`src/rtl/cmd_parser.sv`:
```
// SUMP command framer: turns a UART byte stream into opcode + 32-bit argument strobes,
// discarding partially received long commands after an inter-byte timeout.
module cmd_parser #(
    parameter int TIMEOUT_CYCLES = 100000,
    parameter int TMR_WIDTH      = 17
) (
    input  logic        clk_i,
    input  logic        rst_in,
    input  logic [7:0]  byte_i,
    input  logic        byte_valid_i,
    output logic        cmd_valid_o,
    output logic [7:0]  opcode_o,
    output logic [31:0] data_o,
    output logic        busy_o,
    output logic        err_timeout_o
);

    // Handshake: byte_valid_i qualifies byte_i for exactly one cycle; there is no ready,
    // so every strobed byte is consumed. cmd_valid_o / err_timeout_o are one-cycle pulses
    // and the consumer must take each command the cycle it is presented.

    typedef enum logic {
        IDLE = 1'b0,
        ARG  = 1'b1
    } state_t;

    localparam logic                 TMR_EN    = (TIMEOUT_CYCLES > 0);
    localparam logic [TMR_WIDTH-1:0] TMR_LIMIT = TMR_WIDTH'(TIMEOUT_CYCLES > 0 ? TIMEOUT_CYCLES - 1 : 0);

    state_t               r_state;
    state_t               w_state_nxt;
    logic [1:0]           r_cnt;
    logic [1:0]           w_cnt_nxt;
    logic [TMR_WIDTH-1:0] r_tmr;
    logic [TMR_WIDTH-1:0] w_tmr_nxt;
    logic [7:0]           r_opcode;
    logic [7:0]           w_opcode_nxt;
    logic [31:0]          r_data;
    logic [31:0]          w_data_nxt;
    logic                 r_cmd_valid;
    logic                 w_cmd_valid_nxt;
    logic                 r_err;
    logic                 w_err_nxt;
    logic                 w_tmr_limit;
    logic                 w_tmr_sat;

    assign w_tmr_limit = TMR_EN && (r_tmr == TMR_LIMIT);
    assign w_tmr_sat   = &r_tmr;

    always_ff @(posedge clk_i or negedge rst_in) begin
        if (!rst_in) begin
            r_state     <= IDLE;
            r_cnt       <= 2'd0;
            r_tmr       <= '0;
            r_opcode    <= 8'h00;
            r_data      <= 32'h0;
            r_cmd_valid <= 1'b0;
            r_err       <= 1'b0;
        end else begin
            r_state     <= w_state_nxt;
            r_cnt       <= w_cnt_nxt;
            r_tmr       <= w_tmr_nxt;
            r_opcode    <= w_opcode_nxt;
            r_data      <= w_data_nxt;
            r_cmd_valid <= w_cmd_valid_nxt;
            r_err       <= w_err_nxt;
        end
    end

    always_comb begin
        w_state_nxt     = r_state;
        w_cnt_nxt       = r_cnt;
        w_tmr_nxt       = r_tmr;
        w_opcode_nxt    = r_opcode;
        w_data_nxt      = r_data;
        w_cmd_valid_nxt = 1'b0;
        w_err_nxt       = 1'b0;
        case (r_state)
            IDLE: begin
                if (byte_valid_i) begin
                    w_opcode_nxt = byte_i;
                    w_data_nxt   = 32'h0;
                    if (byte_i[7]) begin
                        w_state_nxt = ARG;
                        w_cnt_nxt   = 2'd0;
                        w_tmr_nxt   = '0;
                    end else begin
                        w_cmd_valid_nxt = 1'b1;
                    end
                end
            end
            ARG: begin
                // A byte on the limit cycle wins over the timeout.
                if (byte_valid_i) begin
                    w_data_nxt[{r_cnt, 3'b000} +: 8] = byte_i;
                    w_cnt_nxt = r_cnt + 2'd1;
                    w_tmr_nxt = '0;
                    if (r_cnt == 2'd3) begin
                        w_cmd_valid_nxt = 1'b1;
                        w_state_nxt     = IDLE;
                    end
                end else if (w_tmr_limit) begin
                    w_err_nxt   = 1'b1;
                    w_state_nxt = IDLE;
                    w_cnt_nxt   = 2'd0;
                    w_tmr_nxt   = '0;
                end else if (!w_tmr_sat) begin
                    w_tmr_nxt = r_tmr + TMR_WIDTH'(1);
                end
            end
        endcase
    end

    assign cmd_valid_o   = r_cmd_valid;
    assign opcode_o      = r_opcode;
    assign data_o        = r_data;
    assign busy_o        = (r_state == ARG);
    assign err_timeout_o = r_err;

endmodule

```
`config.mk`:
```
export PLATFORM = sky130hd
export DESIGN_NAME = cmd_parser
export DESIGN_NICKNAME = d
export VERILOG_FILES = /design/src/rtl/cmd_parser.sv
export SDC_FILE = /design/constraint.sdc
export NUM_CORES = 1
export LEC_CHECK = 0
export CORE_MARGIN = 2
export CORE_UTILIZATION = 43
export CTS_CLUSTER_DIAMETER = 30
export CTS_CLUSTER_SIZE = 8
export DETAILED_ROUTE_END_ITERATION = 8
export PLACE_DENSITY = 0.71
export SETUP_SLACK_MARGIN = 0.05
export SYNTH_ARGS = -nofsm -noshare
export SYNTH_HDL_FRONTEND = slang
export SYNTH_SLANG_ARGS = --single-unit
export TNS_END_PERCENT = 30
```
`constraint.sdc`:
```
create_clock -name clk_i -period 3.8 [get_ports clk_i]
set_clock_uncertainty 0.2 [all_clocks]
set_input_delay 0.76 -clock clk_i [delete_from_list [all_inputs] [get_ports clk_i]]
set_output_delay 0.76 -clock clk_i [all_outputs]
set_load 0.03 [all_outputs]
```
* Yosys cells after proc, flatten, opt, wreduce, memory -nomap -nowiden
Cells that the tools add are included.
** Word-level totals
- Bits in registers :: 62
- Word-level logic and storage cells :: 54
** Cells by class
- $add $sub $neg :: 3
- Eq/ne operators :: 7
- Shift operators :: 2
- Mux-type cells :: 29
- Bitwise gates (word level) :: 1
- Reductions and logical operators :: 5
** Operators with widths (number)
- 2-to-1 mux 17 bit :: 5
- 2-to-1 mux 32 bit :: 2
- one-hot mux 32 bit (2 select lines) :: 1
- one-hot mux 17 bit (2 select lines) :: 1
- bitwise mux 32 bit :: 1
- variable shift 8 x 7 -> 32 bit (first input constant) :: 1
- indexed part select 8 x 7 -> 32 bit :: 1
- adder 17 x 1 -> 17 bit (second input constant) :: 1
- == test 17 bit (second input constant) :: 1
- AND reduction 17 bit :: 1
- 2-to-1 mux 1 bit :: 12
- 2-to-1 mux 2 bit :: 4
- negation 5 -> 7 bit :: 1
- != test 2 bit (second input constant) :: 3
- AND reduction 3 bit :: 2
- != test 4 bit (second input constant) :: 1
- one-hot mux 1 bit (2 select lines) :: 2
- one-hot mux 2 bit (2 select lines) :: 1
- AND reduction 2 bit :: 2
- != test 3 x 2 -> 1 bit (second input constant) :: 1
- adder 2 x 1 -> 2 bit (second input constant) :: 1
- == test 2 bit (second input constant) :: 1
- NOT 1 bit :: 1

* Logic depth before layout (Yosys ltp)
Gate-level depths: netlist of run 1.
- Depth in word-level cells :: 5
- Gate-level depth with buffers :: 9
- Mapped depth without buffers :: 9

* Worst setup path after synthesis of run 1
No wires, ideal clock.
- Path type :: register to register
- Start point :: register r_tmr[0]
- End point :: register r_tmr[11]
- Arrival time :: 2.338 ns
- Slack :: 1.136 ns
- Stages on the path, launching flop included :: 10
- Buffers on the path :: 0
- Cells stage by stage :: dfrtp_1 -> ha_1 -> and4_2 -> nand4_1 -> nor4_1 -> ha_1 -> nand4b_4 -> or3_4 -> o2111a_1 -> a221o_1
** On the way
- Cells in the longest elaborated chain, start to end :: 5
- Elaborated cells on any way between the ends :: 9
- Classes of those cells :: 1 x add/sub; 2 x eq/ne; 4 x mux; 2 x reduce/logical
** Ends and longest elaborated chain
- start, declared :: line 34 : logic [TMR_WIDTH-1:0] r_tmr;
- start signal, assigned :: line 62 : r_tmr <= w_tmr_nxt;
- adder 17 x 1 -> 17 bit :: line 108 : w_tmr_nxt = r_tmr + TMR_WIDTH'(1);
- 2-to-1 mux 17 bit :: line 107 : end else if (!w_tmr_sat) begin
- 2-to-1 mux 17 bit :: line 102 : end else if (w_tmr_limit) begin
- 2-to-1 mux 17 bit :: line 94 : if (byte_valid_i) begin
- one-hot mux 17 bit (2 select lines) :: line 78 : case (r_state)
Parallel ways exist; a longest one is shown, timed or not. The select of a mux whose other input is x is not followed.
A chain may end at the register's enable or synchronous reset.

* Final worst setup path of run 1
Same ends and word-level chain as after synthesis.

==> summary.log, run 1 <==
INFO  status         result_of_the_run=finished clean
INFO  drt            avgRoutedWirePerCell=17.40µm
INFO  power          cell_internal_pwr=1.271mW
INFO  setup_path     number_of_cells_on_the_worst_reg_to_reg_path=9
INFO  setup_path     cp.arrival=2940ps
INFO  logic_synthesis syn_std_cell_area=2914µm²
INFO  finish         num_antenna_cells=0
INFO  logic_synthesis postSynthAreaPerCell=11.85µm²
INFO  setup_path     worst_path_dominant_cell_family=simple AND/OR/NAND/NOR gates
INFO  setup_path     critical_path.most_common_cell=sky130_fd_sc_hd__ha_1
INFO  placement      finalWeightedCongestion=0.8304
INFO  global_route   grt_residual_overflow=0
INFO  floorplanning  die_height=86.32µm
INFO  floorplanning  design.portCount=54
INFO  drt            route.detailed.vias_per_inst=5.923
INFO  floorplanning  core-area=6681µm²
INFO  logic_synthesis synth-async-reset-ratio=1.000
INFO  global_route   grt_pass1_vias=2246
INFO  setup_path     worst_setup_path_end_kind=flop
INFO  setup_path     cp.depth=9
INFO  timing         hold_violation_total_from_the_final_report=0
INFO  global_route   pin_count_of_the_biggest_net_entering_global_routing=45
INFO  timing         period_minus_slack=2914ps
INFO  timing         worst_slew_pin_slew=932.8ps
INFO  setup_path     critical_path.cell_chain=ha_1 -> and4_2 -> nand4_1 -> nor4_1 -> ha_1 -> nand4b_4 -> or3_4 -> o2111a_1 -> a221o_1
INFO  finish         final-instance-count-excl-fill=388
INFO  logic_synthesis synth_seq_cells=62
INFO  setup_path     crit_path_start_kind=flop
INFO  global_route   grtUsageTotal=0.1977
INFO  power          combPwrFrac=0.291
INFO  floorplanning  die_area=7451µm²
INFO  logic_synthesis count_of_mapped_cells_out_of_synthesis=246
INFO  global_route   grt_first_pass_wirelength=11.46mm
INFO  logic_synthesis synth_nets=264
INFO  hold_path      min_path_type=flop to flop
INFO  power          netSwitchingFraction=0.3445
INFO  placement      dp_cells=372
INFO  setup_path     r2r_slack=890ps
INFO  finish         fraction_of_final_layout_cells_with_drive_strength_greater_than_1=0.1364
INFO  timing         maxSlewViolCount=0
INFO  finish         design.final.nets=321
INFO  power          net-switching-power=668.2µW
INFO  placement      dp_slack=800.7ps
INFO  finish         area.growth.synth_to_final=26.79%
INFO  hold_path      timing.hold.worst_path_depth=1
INFO  clock_tree     cts_tree=built
INFO  power          powerDensity=525.0nW/µm²
INFO  drt            drt_iter0_markers=103
INFO  timing         setup_viol_count_final=0
INFO  power          vdd_drop_max=0.1814mV
INFO  global_route   number_of_antenna_violations_at_the_first_check_in_global_routing=0
INFO  power          p_clk_frac=0.291
INFO  clock_tree     post_cts_resized=0
INFO  setup_path     worst_path_largest_cell_delay=430ps
INFO  logic_synthesis synthAdderAreaFrac=0.03006
INFO  setup_path     worstPathRequired=3830ps
INFO  logic_synthesis synthSimpleGateAreaFrac=0.1795
INFO  timing         timing.setup.tns=0ps
INFO  placement      number_of_buffer_cells_added_on_primary_ports=53
INFO  setup_path     cp_max_fo=8
INFO  setup_path     timing.critical_path.buf_inv=0
INFO  drt            route.final.wire_length=6.752mm
INFO  clock_tree     cts_setup_buffers=0
INFO  run            cap_viol_max_count=0
INFO  floorplanning  placement_rows=30
INFO  power          power.static_leakage=1.578nW
INFO  setup_path     path_class=flop to flop
INFO  clock_tree     cts_max_path_buffers=2
INFO  logic_synthesis synthesis.yosys.warnings=0
INFO  placement      hpwlAfterDp=4.847mm
INFO  logic_synthesis ys_dominant_reg_cell=sky130_fd_sc_hd__dfrtp_1
INFO  timing         max_slew_margin=0.3782
INFO  setup_path     r2r-end=r_tmr[11]$_DFFE_PN0P_
INFO  timing         final_critical_path_setup_slack=886.5ps
INFO  hold_path      worst_hold_startpoint=data_o[2]$_DFFE_PN0P_
INFO  logic_synthesis area_share_of_xor_xnor_cells_in_the_synthesized_design=0
INFO  power          pwr-share-seq=0.418
INFO  timing         rsz0062_at_grt=no
INFO  drt            vias=2298
INFO  floorplanning  start_util=0.4361
INFO  setup_path     crit-reg2reg-launch=r_tmr[0]$_DFFE_PN0P_
INFO  clock_tree     cts.reportedPaths.clkPinSlew=70ps
INFO  logic_synthesis seq_area_frac_synth=0.5324
INFO  logic_synthesis synth-edff-count=0
INFO  timing         finalCritPeriodShare=0.7667
INFO  logic_synthesis dominant_combinational_cell_family_by_area_after_synthesis=compound AO/OA/AOI/OAI gates
INFO  clock_tree     cts_root_buffer=sky130_fd_sc_hd__clkbuf_8
INFO  logic_synthesis synth.area.mux_share=0.03478
INFO  drt            drcViolationCount=0
INFO  hold_path      worstHoldEndpoint=data_o[2]$_DFFE_PN0P_
INFO  timing         fmax=343.2MHz
INFO  clock_tree     cts_made_buffers=9
INFO  clock_tree     hold_buffers=0
INFO  logic_synthesis area_fraction_in_compound_gates_after_synthesis=0.1945
INFO  clock_tree     clkSinkCount=62
INFO  setup_path     cell_with_the_largest_stage_delay_on_the_worst_path=sky130_fd_sc_hd__dfrtp_1
INFO  floorplanning  dieWidth=86.32µm
INFO  drt            route.antenna.remaining_nets=0
INFO  drt            detail_route.first_pass.iterations=4
INFO  setup_path     startpoint=r_tmr[0]$_DFFE_PN0P_
INFO  logic_synthesis post_synth_num_cell_types=48
INFO  clock_tree     cts_htree_levels=3
INFO  clock_tree     clock_latency=350ps
INFO  timing         worst_case_hold_slack=299.7ps
## synthesized netlist by cell type (2+ instances only)
master	instances	area share
sky130_fd_sc_hd__a31o_1	4	0.012
sky130_fd_sc_hd__nand3_1	4	0.0069
sky130_fd_sc_hd__buf_6	2	0.0077
sky130_fd_sc_hd__clkbuf_1	4	0.0052
sky130_fd_sc_hd__inv_1	6	0.0077
sky130_fd_sc_hd__mux2_2	9	0.035
sky130_fd_sc_hd__nor2_1	6	0.0077
sky130_fd_sc_hd__nor4_2	3	0.013
sky130_fd_sc_hd__o21ai_0	3	0.0052
sky130_fd_sc_hd__nand2_1	23	0.030
sky130_fd_sc_hd__or3_1	2	0.0043
sky130_fd_sc_hd__o31ai_1	2	0.0052
sky130_fd_sc_hd__o21a_1	2	0.0052
sky130_fd_sc_hd__nor4b_4	2	0.016
sky130_fd_sc_hd__dfrtp_1	62	0.53
sky130_fd_sc_hd__o21ai_1	5	0.0086
sky130_fd_sc_hd__nor4_1	8	0.017
sky130_fd_sc_hd__ha_1	7	0.030
sky130_fd_sc_hd__nand2b_1	3	0.0064
sky130_fd_sc_hd__a21oi_1	4	0.0069
sky130_fd_sc_hd__a31oi_1	9	0.019
sky130_fd_sc_hd__nor3_1	7	0.012
sky130_fd_sc_hd__nand4_1	8	0.017
sky130_fd_sc_hd__a22o_1	35	0.11
sky130_fd_sc_hd__buf_2	3	0.0052
## stage by stage
stage	power, mW	utilization	instance area [µm²]
2_1_floorplan	1.165	-	2914
3_3_place_gp	1.379	0.5245	3505
3_5_place_dp	1.394	0.5245	3505
4_1_cts	1.958	0.5530	3695
5_1_grt	2.036	0.5530	3695
6_report	1.940	0.5530	3695
## worst max path at each step
stage,endpoint
after floorplan,r_tmr[11]$_DFFE_PN0P_
after CTS,r_tmr[11]$_DFFE_PN0P_
after detailed placement,data_o[1]$_DFFE_PN0P_
after global routing,r_tmr[11]$_DFFE_PN0P_
final,r_tmr[11]$_DFFE_PN0P_
after global placement,data_o[2]$_DFFE_PN0P_
## state kept, by name, indices dropped and copies added, names as in the netlist
name,flops
data_o,32
r_tmr,17
cmd_valid_o,1
opcode_o,8
busy_o,1
err_timeout_o,1
r_cnt,2
## placed cells by master, fill, tap and decap left out, types with 2 or more instances in the layout
cell type and instances:
sky130_fd_sc_hd__a22o_1 35, sky130_fd_sc_hd__clkinvlp_4 3, sky130_fd_sc_hd__clkdlybuf4s50_1 52, sky130_fd_sc_hd__nor3_1 7, sky130_fd_sc_hd__o21a_1 2, sky130_fd_sc_hd__or3_1 2, sky130_fd_sc_hd__clkinv_2 2, sky130_fd_sc_hd__dfrtp_1 62
sky130_fd_sc_hd__nor4b_4 2, sky130_fd_sc_hd__a31o_1 4, sky130_fd_sc_hd__nand4_1 8, sky130_fd_sc_hd__buf_4 3, sky130_fd_sc_hd__a21oi_1 4, sky130_fd_sc_hd__ha_1 7, sky130_fd_sc_hd__nor4_2 3, sky130_fd_sc_hd__nand2_1 23
sky130_fd_sc_hd__inv_1 6, sky130_fd_sc_hd__a31oi_1 9, sky130_fd_sc_hd__nand2b_1 3, sky130_fd_sc_hd__nand3_1 4, sky130_fd_sc_hd__mux2_2 9, sky130_fd_sc_hd__o21ai_0 3, sky130_fd_sc_hd__clkbuf_8 9, sky130_fd_sc_hd__o21ai_1 5
sky130_fd_sc_hd__nor2_1 6, sky130_fd_sc_hd__o31ai_1 2, sky130_fd_sc_hd__nor4_1 8
## logic make-up after synthesis
group                    after synthesis
adder cells (fa/ha/maj)                7
multiplexers                           9
buffers and inverters                 17
AO/OA/AOI/OAI                         73
AND/OR/NAND/NOR                       78
flip-flops                            62
## cell type report
| class | count | area (µm²) |
|---|---|---|
| Fill cell | 589 | 2987 |
| Sequential cell | 62 | 1551 |
| Multi-Input combinational cell | 167 | 1279 |
| Timing Repair Buffer | 56 | 548.0 |
| Clock buffer | 10 | 127.6 |
| Tap cell | 80 | 100.1 |
| Clock inverter | 6 | 62.56 |
| Inverter | 7 | 26.28 |
## power by group through the flow
stage / logic [mW] / registers [mW] / clock network [mW]
final: 0.564 / 0.811 / 0.564
after global routing: 0.608 / 0.824 / 0.604
after CTS: 0.569 / 0.813 / 0.576
after detailed placement: 0.569 / 0.825 / 0
after global placement: 0.557 / 0.822 / 0
after floorplan: 0.228 / 0.938 / 0
## layer usage
metal,GRT usage,vias to the layer above,part of all wire,wire [µm]
li1,-,1075,-,-
met1,0.2596,1141,0.46,3108
met2,0.3098,73,0.47,3162
met3,0.05143,9,0.054,365
met4,0.08665,0,0.017,116
met5,0,-,0,0
Note: power is estimated with default switching activity, not from simulation.
==> run 2: changes to the inputs <==
==> constraint.sdc (replaced) <==
create_clock -name clk_i -period 2.8 [get_ports clk_i]
set_clock_uncertainty 0.2 [all_clocks]
set_input_delay 0.56 -clock clk_i [delete_from_list [all_inputs] [get_ports clk_i]]
set_output_delay 0.56 -clock clk_i [all_outputs]
set_load 0.03 [all_outputs]
==> run 2 against run 1 <==
Against the previous run:
- count of clock-buffer cells in the layout stayed put
- wire length rose by 4.9%
- die area unchanged
- maximum frequency up 12%
- combinational power is 41% higher
- first-iteration DRC count increased by 2.9%
- global-route usage up 0.55 points
- register-to-register slack got worse by 690 ps
- largest power group unchanged
==> summary.log, run 2 (synthesis results as in run 1) <==
INFO  placement      finalWeightedCongestion=0.9425
INFO  clock_tree     cts_htree_levels=3
INFO  drt            drt_iter0_markers=106
INFO  power          cell_internal_pwr=1.836mW
INFO  floorplanning  core-area=6681µm²
INFO  floorplanning  die_height=86.32µm
INFO  placement      dpl_cell_area=3585µm²
INFO  drt            route.final.wire_length=7.085mm
INFO  setup_path     crit_path_start_kind=flop
INFO  timing         period_minus_slack=2604ps
INFO  clock_tree     cts_root_buffer=sky130_fd_sc_hd__clkbuf_8
INFO  setup_path     worst_setup_path_end_kind=flop
INFO  timing         max_slew_margin=0.5775
INFO  clock_tree     cts.reportedPaths.clkPinSlew=70ps
INFO  drt            vias=2387
INFO  placement      dp_cells=381
INFO  clock_tree     cts_made_buffers=9
INFO  power          combPwrFrac=0.289
INFO  clock_tree     cts_tree=built
INFO  power          p_clk_frac=0.313
INFO  floorplanning  placement_rows=30
INFO  drt            route.antenna.remaining_nets=0
INFO  floorplanning  start_util=0.4361
INFO  drt            route.detailed.vias_per_inst=5.997
INFO  timing         finalCritPeriodShare=0.9302
INFO  power          netSwitchingFraction=0.3347
INFO  global_route   number_of_antenna_violations_at_the_first_check_in_global_routing=0
INFO  timing         setup_viol_count_final=0
INFO  finish         most-common-layout-cells=62 x sky130_fd_sc_hd__dfrtp_1, 52 x sky130_fd_sc_hd__clkdlybuf4s50_1, 35 x sky130_fd_sc_hd__a22o_1, 23 x sky130_fd_sc_hd__nand2_1, 12 x sky130_fd_sc_hd__buf_4
INFO  timing         worst_case_hold_slack=6.299ps
INFO  drt            detail_route.first_pass.iterations=5
INFO  clock_tree     cts_max_path_buffers=2
INFO  run            cap_viol_max_count=0
INFO  setup_path     worstPathRequired=2830ps
INFO  timing         hold_violation_total_from_the_final_report=0
INFO  timing         final_critical_path_setup_slack=195.6ps
INFO  power          pwr-share-seq=0.398
INFO  timing         rsz0062_at_grt=no
INFO  floorplanning  design.portCount=54
INFO  finish         num_antenna_cells=0
INFO  timing         timing.setup.tns=0ps
INFO  timing         maxSlewViolCount=0
INFO  finish         design_area_final=3816µm²
INFO  hold_path      min_path_type=input port to async pin
INFO  clock_tree     clock_latency=350ps
INFO  power          powerDensity=723.3nW/µm²
INFO  clock_tree     clkSinkCount=62
INFO  finish         most_frequent_standard_cell_in_the_layout_excluding_fill_and_tap_cells=sky130_fd_sc_hd__dfrtp_1
INFO  floorplanning  dieWidth=86.32µm
INFO  global_route   grtUsageTotal=0.2032
INFO  drt            avgRoutedWirePerCell=17.80µm
INFO  finish         final_util=0.5712
INFO  finish         final-instance-count-excl-fill=398
INFO  setup_path     path_class=flop to flop
INFO  timing         worst_slew_pin_slew=629.5ps
INFO  setup_path     cp_max_fo=7
INFO  placement      hpwlAfterDp=4.895mm
INFO  status         result_of_the_run=finished clean
INFO  drt            drcViolationCount=0
INFO  clock_tree     hold_buffers=0
INFO  finish         area.growth.synth_to_final=30.96%
INFO  power          net-switching-power=923.8µW
INFO  global_route   grt_first_pass_wirelength=11.71mm
INFO  global_route   pin_count_of_the_biggest_net_entering_global_routing=63
INFO  finish         largest_register_ff_count=32
INFO  setup_path     cp.arrival=2640ps
INFO  power          power.static_leakage=1.651nW
INFO  floorplanning  die_area=7451µm²
INFO  placement      number_of_buffer_cells_added_on_primary_ports=53
INFO  placement      dp_slack=63.05ps
INFO  finish         fraction_of_final_layout_cells_with_drive_strength_greater_than_1=0.1698
INFO  finish         design.final.nets=331
INFO  power          post-layout-total-power=2.760mW
INFO  global_route   grt_pass1_vias=2301
INFO  power          vdd_drop_max=0.2653mV
INFO  timing         fmax=384.0MHz
INFO  global_route   grt_residual_overflow=0
==> run 2: critical path: stages (launching register included) <==
cell                       delay, ps
sky130_fd_sc_hd__dfrtp_1         400
sky130_fd_sc_hd__ha_1            230
sky130_fd_sc_hd__and4_4          230
sky130_fd_sc_hd__nand4_1         100
sky130_fd_sc_hd__nor4_2           50
sky130_fd_sc_hd__ha_2            220
sky130_fd_sc_hd__nand4b_4        180
sky130_fd_sc_hd__or3_4           390
sky130_fd_sc_hd__o2111a_1        230
sky130_fd_sc_hd__a221o_1         250
==> run 2: cell type report <==
type / instances / area [µm²]
Fill cell: 561 / 2865
Sequential cell: 62 / 1551
Multi-Input combinational cell: 167 / 1289
Timing Repair Buffer: 66 / 635.6
Clock buffer: 10 / 127.6
Tap cell: 80 / 100.1
Clock inverter: 6 / 86.33
Inverter: 7 / 26.28
==> run 2: worst paths after layout <==
kind | startpoint | endpoint | slack, ps | depth (start not counted)
min in group clk_i | opcode_o[3]$_DFFE_PN0P_ | opcode_o[3]$_DFFE_PN0P_ | 300 | 1
min | rst_in | opcode_o[5]$_DFFE_PN0P_ | 6 | 2
max in group asynchronous | rst_in | r_tmr[13]$_DFFE_PN0P_ | 2130 | 2
max | r_tmr[1]$_DFFE_PN0P_ | r_tmr[11]$_DFFE_PN0P_ | 200 | 9
max reg2reg | r_tmr[1]$_DFFE_PN0P_ | r_tmr[11]$_DFFE_PN0P_ | 200 | 9
min reg2reg | opcode_o[3]$_DFFE_PN0P_ | opcode_o[3]$_DFFE_PN0P_ | 300 | 1
==> run 2: metal layers <==
layer  vias to the layer above  GRT usage  routed length (µm)
li1                       1097          -                   -
met1                      1191     0.2683                3067
met2                        88     0.3161                3435
met3                        11    0.05429                 468
met4                         0    0.08807                 114
met5                         -          0                   0
==> run 2: repair_timing <==
action                                 4_1_cts  5_1_grt
endpoints found under the hold margin        0        0
gates resized for setup                      0        3
buffers inserted                             0        1
setup endpoints to repair                    0        5
==> run 2: power by group through the flow <==
| stage | registers (mW) | clock network, mW | logic [mW] |
|---|---|---|---|
| floorplan | 1.27 | 0 | 0.309 |
| global placement | 1.11 | 0 | 0.778 |
| detailed placement | 1.12 | 0 | 0.792 |
| CTS | 1.10 | 0.881 | 0.795 |
| global route | 1.11 | 0.930 | 0.857 |
| finish | 1.10 | 0.864 | 0.798 |
==> variant (config.mk and constraints of run 2) <==
The parameter `TMR_WIDTH` goes from 17 to 13.
--- a/src/rtl/cmd_parser.sv
+++ b/src/rtl/cmd_parser.sv
@@ -3,5 +3,5 @@
 module cmd_parser #(
     parameter int TIMEOUT_CYCLES = 100000,
-    parameter int TMR_WIDTH      = 17
+    parameter int TMR_WIDTH      = 13
 ) (
     input  logic        clk_i,
Behaviour: no difference found for any inputs over 10 cycles, from zero or initial values and one cycle with rst_in low; that may be too few to reach the edited logic, so the function may still have changed.
==> variant against run 2 <==
Sequential share of layout area up 0.15 points; synthesized area down 8.8%; critical path depth down 8; hold slack better by 0.043 ns; final area down 6.8%; count of clock-buffer cells in the layout unchanged; via count down 13%; wire length down 11%; power up 1.9%; sequential cell count down 4; worst setup slack better by 0.20 ns; critical path type is now register to primary output; largest cell class unchanged.
==> variant: results (changes against run 2) <==
----------------------------------------------------
[Timing]
  Actual slew at the worst max-slew pin ... 0.674 ns (+0.0444 ns)
  Maximum frequency from static timing analysis ... 0.417 GHz (+8.5%)

[Drt]
  Detailed Route Iter0 Violations ... 141 (+33%)
  Met1 wire length ... 3.08 mm (+0.42%)
  Routed length on met3 ... 280 um (-40%)
  Iteration count of the initial detailed-routing pass ... 4 (-1)
  DRT Wirelength ... 6.34 mm (-11%)

[Place]
  Gp weighted congestion ... 0.856 (-9.2%)

[Floorplanning]
  Tap cells ... 75 (-6.3%)

[Yosys]
  Commonest cells in the netlist ... 58 x sky130_fd_sc_hd__dfrtp_1, 30 x sky130_fd_sc_hd__nand2_1, 27 x sky130_fd_sc_hd__a22o_1
  Multiplexer share of the synthesized area ... 3.82% (+0.34 points)
  Mapped Nets ... 243 (-8.0%)
  Fraction of the mapped netlist area in compound gates ... 19.5% (+0.097 points)
  Sequential area share after synthesis ... 54.6% (+1.4 points)
  Post-synthesis share of cell area spent on full adders, half adders and majority gates ... 3.30% (+0.29 points)
  Fraction of synthesized cell area in xor and xnor cells ... 0.659% (+0.66 points)

[Run status]
  Run status ... complete, no violations

[Power and ir drop]
  Reported leakage power ... 1.59 nW (-3.5%)
  Worst voltage drop across the vdd grid ... 0.490 mV (+85%)

[Setup path]
  R2R cell count ... 5 (-4)
  Peak per-stage delay on the critical path ... 0.75 ns (+0.35 ns)
  Crit Path Max Fanout ... 10 (+3)
  Crit path capture ... busy_o
  Flop-to-flop setup slack ... 0.59 ns (+0.39 ns)

[Global routing]
  Met1 Use GR ... 31.5% (+4.7 points)
  Wire length of the first global-routing pass ... 10.5 mm (-10%)
  Via count of the first global-routing pass ... 1978 (-14%)
  Global Route met3 Usage ... 5.33% (-0.10 points)
  Met2 usage ... 28.9% (-2.7 points)

[Layout]
  Count of inverters not on the clock network in the layout ... 3 (-4)
  Non-clk bufs ... 60 (-9.1%)
  Filler cell count ... 494 (-12%)
  Share of cell area taken by flip-flops and latches ... 40.8% (+0.15 points)
  Clock buffer and inverter area fraction after layout ... 7.74% (+2.1 points)

----------------------------------------------------
variant: cell count changes in the layout (fill, tap and decap cells not counted), moves of 5 or more:
| cell | run 2 | this run |
|---|---|---|
| sky130_fd_sc_hd__buf_4 | 12 | 7 |
| sky130_fd_sc_hd__nand2_1 | 23 | 30 |
| sky130_fd_sc_hd__and3_2 | 0 | 7 |
| sky130_fd_sc_hd__nor2_1 | 6 | 13 |
| sky130_fd_sc_hd__a22o_1 | 35 | 27 |
| sky130_fd_sc_hd__a31oi_1 | 9 | 0 |
| sky130_fd_sc_hd__nor4_1 | 7 | 1 |
| sky130_fd_sc_hd__nor3_1 | 7 | 2 |
| sky130_fd_sc_hd__o21ai_0 | 3 | 10 |
| sky130_fd_sc_hd__a221o_1 | 1 | 6 |
variant: power breakdown:
part	switching, mW	total (mW)	internal, mW
registers	0.0850	1.02	0.936
clock network	0.350	1.06	0.708
logic	0.438	0.733	0.295
